==> src/rtl/dpwm_capture.sv <==
// PWM capture: synchronizes PWM_IN into CLK_IN and measures period and high time.
// Optional glitch filter in front of the edge detector: define DPWM_CAP_GLITCH_FILT_EN.
module dpwm_capture #(
    parameter int CNT_W       = 16,
    parameter int SYNC_STAGES = 2,
    parameter int FILT_LEN    = 4
) (
    input  logic             CLK_IN,
    input  logic             RST_N,
    input  logic             EN,
    input  logic             PWM_IN,
    input  logic             CLR_OVF,
    output logic [CNT_W-1:0] PERIOD,
    output logic [CNT_W-1:0] HIGH_TIME,
    output logic             VALID,
    output logic             OVF
);

    if (SYNC_STAGES < 2) begin : g_bad_sync
        $error("SYNC_STAGES must be at least 2");
    end
    if (FILT_LEN < 1) begin : g_bad_filt
        $error("FILT_LEN must be at least 1");
    end

    typedef enum logic [1:0] {S_IDLE, S_ARM, S_HIGH, S_LOW} state_t;

    localparam logic [CNT_W-1:0] CNT_MAX = '1;
    localparam logic [CNT_W-1:0] CNT_ONE = CNT_W'(1);

    logic [SYNC_STAGES-1:0] sync_q;
    logic                   s;
    logic                   lvl;
    logic                   lvl_d;
    logic                   rise;
    logic                   fall;

    // NOTE: every flop uses non-blocking assignment so all registers update from pre-edge values.
    always_ff @(posedge CLK_IN or negedge RST_N) begin
        if (!RST_N) begin
            sync_q <= '0;
        end else begin
            sync_q <= {sync_q[SYNC_STAGES-2:0], PWM_IN};
        end
    end

    assign s = sync_q[SYNC_STAGES-1];

`ifdef DPWM_CAP_GLITCH_FILT_EN
    localparam int FC_W = $clog2(FILT_LEN + 1);

    logic [FC_W-1:0] filt_cnt;

    // Level follows s only once s has disagreed for FILT_LEN consecutive cycles.
    always_ff @(posedge CLK_IN or negedge RST_N) begin
        if (!RST_N) begin
            lvl      <= 1'b0;
            filt_cnt <= '0;
        end else if (s == lvl) begin
            filt_cnt <= '0;
        end else if (filt_cnt == FC_W'(FILT_LEN - 1)) begin
            lvl      <= s;
            filt_cnt <= '0;
        end else begin
            filt_cnt <= filt_cnt + 1'b1;
        end
    end
`else
    assign lvl = s;
`endif

    always_ff @(posedge CLK_IN or negedge RST_N) begin
        if (!RST_N) begin
            lvl_d <= 1'b0;
        end else begin
            lvl_d <= lvl;
        end
    end

    assign rise = lvl & ~lvl_d;
    assign fall = ~lvl & lvl_d;

    state_t           state_q, state_d;
    logic [CNT_W-1:0] cnt_q, cnt_d;
    logic [CNT_W-1:0] hi_q, hi_d;
    logic [CNT_W-1:0] period_d, high_d;
    logic             valid_d;
    logic             ovf_set;
    logic             ovf_d;

    // NOTE: defaults first so no path through this block leaves a signal unassigned (no latches).
    always_comb begin
        state_d  = state_q;
        cnt_d    = cnt_q;
        hi_d     = hi_q;
        period_d = PERIOD;
        high_d   = HIGH_TIME;
        valid_d  = 1'b0;
        ovf_set  = 1'b0;

        if (!EN) begin
            state_d = S_IDLE;
            cnt_d   = '0;
        end else begin
            unique case (state_q)
                S_IDLE: begin
                    cnt_d   = '0;
                    state_d = S_ARM;
                end
                S_ARM: begin
                    if (rise) begin
                        cnt_d   = CNT_ONE;
                        state_d = S_HIGH;
                    end
                end
                S_HIGH: begin
                    // A fall at full count leaves no room to count the low phase either.
                    if (cnt_q == CNT_MAX) begin
                        ovf_set = 1'b1;
                        cnt_d   = '0;
                        state_d = S_ARM;
                    end else if (fall) begin
                        hi_d    = cnt_q;
                        cnt_d   = cnt_q + 1'b1;
                        state_d = S_LOW;
                    end else begin
                        cnt_d = cnt_q + 1'b1;
                    end
                end
                S_LOW: begin
                    if (rise) begin
                        period_d = cnt_q;
                        high_d   = hi_q;
                        valid_d  = 1'b1;
                        cnt_d    = CNT_ONE;
                        state_d  = S_HIGH;
                    end else if (cnt_q == CNT_MAX) begin
                        ovf_set = 1'b1;
                        cnt_d   = '0;
                        state_d = S_ARM;
                    end else begin
                        cnt_d = cnt_q + 1'b1;
                    end
                end
                default: state_d = S_IDLE;
            endcase
        end

        ovf_d = ovf_set | (OVF & ~CLR_OVF);
    end

    always_ff @(posedge CLK_IN or negedge RST_N) begin
        if (!RST_N) begin
            state_q   <= S_IDLE;
            cnt_q     <= '0;
            hi_q      <= '0;
            PERIOD    <= '0;
            HIGH_TIME <= '0;
            VALID     <= 1'b0;
            OVF       <= 1'b0;
        end else begin
            state_q   <= state_d;
            cnt_q     <= cnt_d;
            hi_q      <= hi_d;
            PERIOD    <= period_d;
            HIGH_TIME <= high_d;
            VALID     <= valid_d;
            OVF       <= ovf_d;
        end
    end

endmodule

==> config.mk <==
export PLATFORM = sky130hd
export DESIGN_NAME = dpwm_capture
export DESIGN_NICKNAME = d
export VERILOG_FILES = /design/src/rtl/dpwm_capture.sv
export SDC_FILE = /design/constraint.sdc
export NUM_CORES = 1
export LEC_CHECK = 0
export ABC_CLOCK_PERIOD_IN_PS = 4900
export CAP_MARGIN = 20
export CORE_MARGIN = 10
export CORE_UTILIZATION = 55
export DETAILED_ROUTE_END_ITERATION = 12
export GPL_ROUTABILITY_DRIVEN = 1
export HOLD_SLACK_MARGIN = 0.06
export PLACE_DENSITY = 0.91
export SYNTH_ARGS = -nofsm -noshare
export SYNTH_HDL_FRONTEND = slang
export SYNTH_SLANG_ARGS = --single-unit
==> constraint.sdc <==
create_clock -name CLK_IN -period 4.9 [get_ports CLK_IN]
set_input_delay 0.49 -clock CLK_IN [delete_from_list [all_inputs] [get_ports CLK_IN]]
set_output_delay 0.49 -clock CLK_IN [all_outputs]
set_load 0.02 [all_outputs]
==> results.yml <==
outcome:
  status: "completed"
pwr:
  powerDensity_nw_per_um2: 319.4
  ir_drop_mv: 0.2318
  p_leak_nw: 1.656
layout:
  layout_common_cells: "dfrtp_1, mux2_2, clkdlybuf4s50_1"
  nets: 279
  drive_gt1_share_pct: 25.18
  finalNonFillerCells: 348
  final_common_cell: "dfrtp_1"
  fillers: 361
  areaGrowthSynthToFinish_pct: 20.65
  antenna_cells: 0
critical_path:
  worstPathRequired_ns: 5.13
  cp_max_fo: 19
  crit_type: "flop to flop"
  worstSetupStartpointType: "flop"
  crit_arrival_ns: 2.86
  critPathCaptureType: "flop"
sta:
  slew_violations: 0
  skew_ns: 0.009215
  final_hold_viol_count: 0
  max_clock_freq_mhz: 379.7
  hold_slack_ns: 0.3252
  rsz0062_at_grt: "no"
  setup_viol: 0
  max_slew.worst_pin.slew_ns: 0.9409
  setup-tns-final_ns: 0
  fin_crit_sh_pct: 53.75
  relSlewSlack_pct: 37.04
  fin_crit_ns: 2.634
logic_synthesis:
  synth_fa_ha_area_share_pct: 0.4155
  async_flop_share_pct: 100.0
  avgSynthCellArea_um2: 12.87
  yosysSeqAreaShare_pct: 58.99
  synth-edff-count: 0
  ys_warn_count: 0
  synth_mux_area_share_pct: 17.32
  synth_top_family_by_area: "multiplexers"
  synth_nets: 240
  syn_inst: 234
  synth_cell_type_count: 40
  synthSimpleGateAreaFrac_pct: 11.76
  synth_compound_area_share_pct: 7.478
  mappedNetlistArea_um2: 3012
  synth-seq-cells: 71
  synth-xor-area-share_pct: 0.2908
  synth-main-ff-cell: "dfrtp_1"
clocking:
  clkSlewWorstSetupHoldPaths_ns: 0.07
  post-cts-setup-buffer-count: 0
  ctsRootBufferMaster: "clkbuf_8"
  cts_hold_buf: 0
  clk_latency_ns: 0.35
  cts_resized: 0
  cts_buffers: 9
  cts_tree: "done"
  clkSinkCount: 71
  clock_path_buffers: 2
  cts_max_level: 3
place:
  place.gp.congestion: 0.8669
  hpwlAfterDp_um: 3954
  portBuffers: 38
  dp_cells: 332
global_routing:
  grt_pass1_vias: 2070
  grt_max_degree: 72
  antenna_found_initial: 0
  grt_pass1_wl_um: 10130
  overflow: 0
  grt_usage_pct: 14.51
detailed_routing:
  wl_per_cell_um: 16.75
  viasPerCell: 5.727
  ant_nets: 0
  vias: 1993
  drc: 0
  drt-initial-drc-count: 182
  drt_first_pass_iters: 4
  wirelength_um: 5830
floorplanning:
  die_h_um: 94
  num_rows: 26
  die_w_um: 94
  core_area_um2: 5205
  ios: 39
  die-area_um2: 8836
  start_util_pct: 57.86
flow_run:
  drv_cap: 0
min_path:
  min_path_type: "input port to async pin"
[final timing paths]
path                       cells past startpoint                endpoint  slack (ns)                  from
setup reg to reg                               5     hi_q[2]$_DFFE_PN0P_        2.27  cnt_q[0]$_DFFE_PN0P_
setup / recovery                               5     hi_q[2]$_DFFE_PN0P_        2.27  cnt_q[0]$_DFFE_PN0P_
hold reg to reg                                0     sync_q[1]$_DFF_PN0_        0.36   sync_q[0]$_DFF_PN0_
hold / removal                                 2  PERIOD[13]$_DFFE_PN0P_        0.33                 RST_N
max in group asynchronous                      2         VALID$_DFF_PN0_        4.00                 RST_N
min in group CLK_IN                            0     sync_q[1]$_DFF_PN0_        0.36   sync_q[0]$_DFF_PN0_
[synthesized netlist by cell type, types with 3 or more instances]
cell type  number  area, um2
a21oi_1         7      35.03
a31oi_1         9      56.30
buf_2           6      30.03
buf_6           3      33.78
dfrtp_1        71       1777
inv_1           6      22.52
mux2_2         41      461.7
mux2_4          4      60.06
nand2_1        15      56.30
nand3_1         7      35.03
nor2_1          7      26.28
nor3_1          6      30.03
o21ai_0        14      70.07
or3_1           7      43.79
[metal layers]
layer,track usage (%),part of all wire [%],wire (um)
met5,0,0,0
met4,5.316,1.1,66
met3,6.395,7.7,451
met2,23.16,49,2865
met1,16.91,42,2447
[stage by stage]
step / power (mW) / worst slack [ns] / cell area (um2) / utilization [%]
after floorplan: 0.6231 / 2.857 / 3012 / -
after global placement: 0.6432 / 2.287 / 3402 / 65.36
after detailed placement: 0.6451 / 2.224 / 3402 / 65.36
after CTS: 1.170 / 2.304 / 3633 / 69.81
after global routing: 1.208 / 2.090 / 3633 / 69.81
final: 1.161 / 2.266 / 3633 / 69.81
[state kept, by name (all words and copies together) (netlist names)]
| register | flops |
|---|---|
| HIGH_TIME | 16 |
| PERIOD | 16 |
| cnt_q | 16 |
| hi_q | 16 |
| state_q | 2 |
| sync_q | 2 |
| OVF | 1 |
| VALID | 1 |
| lvl_d | 1 |
[where the power goes]
group / switching, mW / internal, mW / total (mW)
Clock: 0.214 / 0.313 / 0.527
Sequential: 0.00608 / 0.591 / 0.597
Combinational: 0.0242 / 0.0121 / 0.0363
[final cells by class]
cell class	instances	area (um2)	share of cell area, %
clock buffers	11	151.4	4.167
flip-flops and latches	71	1777	48.90
clock inverters	5	80.08	2.204
repair buffers	40	390.4	10.74
well taps	70	87.58	2.410
multi-input cells	145	1125	30.96
inverters	6	22.52	0.6198
[logic make-up after synthesis]
kind of cell / Yosys count
DFF: 71
and+or+nand+nor: 60
muxes: 45
AOI/OAI and AO/OA: 38
buffers and inverters: 18
xor gates and xnor gates: 1
adders and majority gates: 1
[critical path: stages, from the launching register on]
cell     delay, ns
dfrtp_1       0.46
ha_1          0.31
nand4_4       0.16
nor4_4        0.44
or4_1         0.72
mux2_2        0.43
No activity file was read; power rests on OpenSTA's default activity.
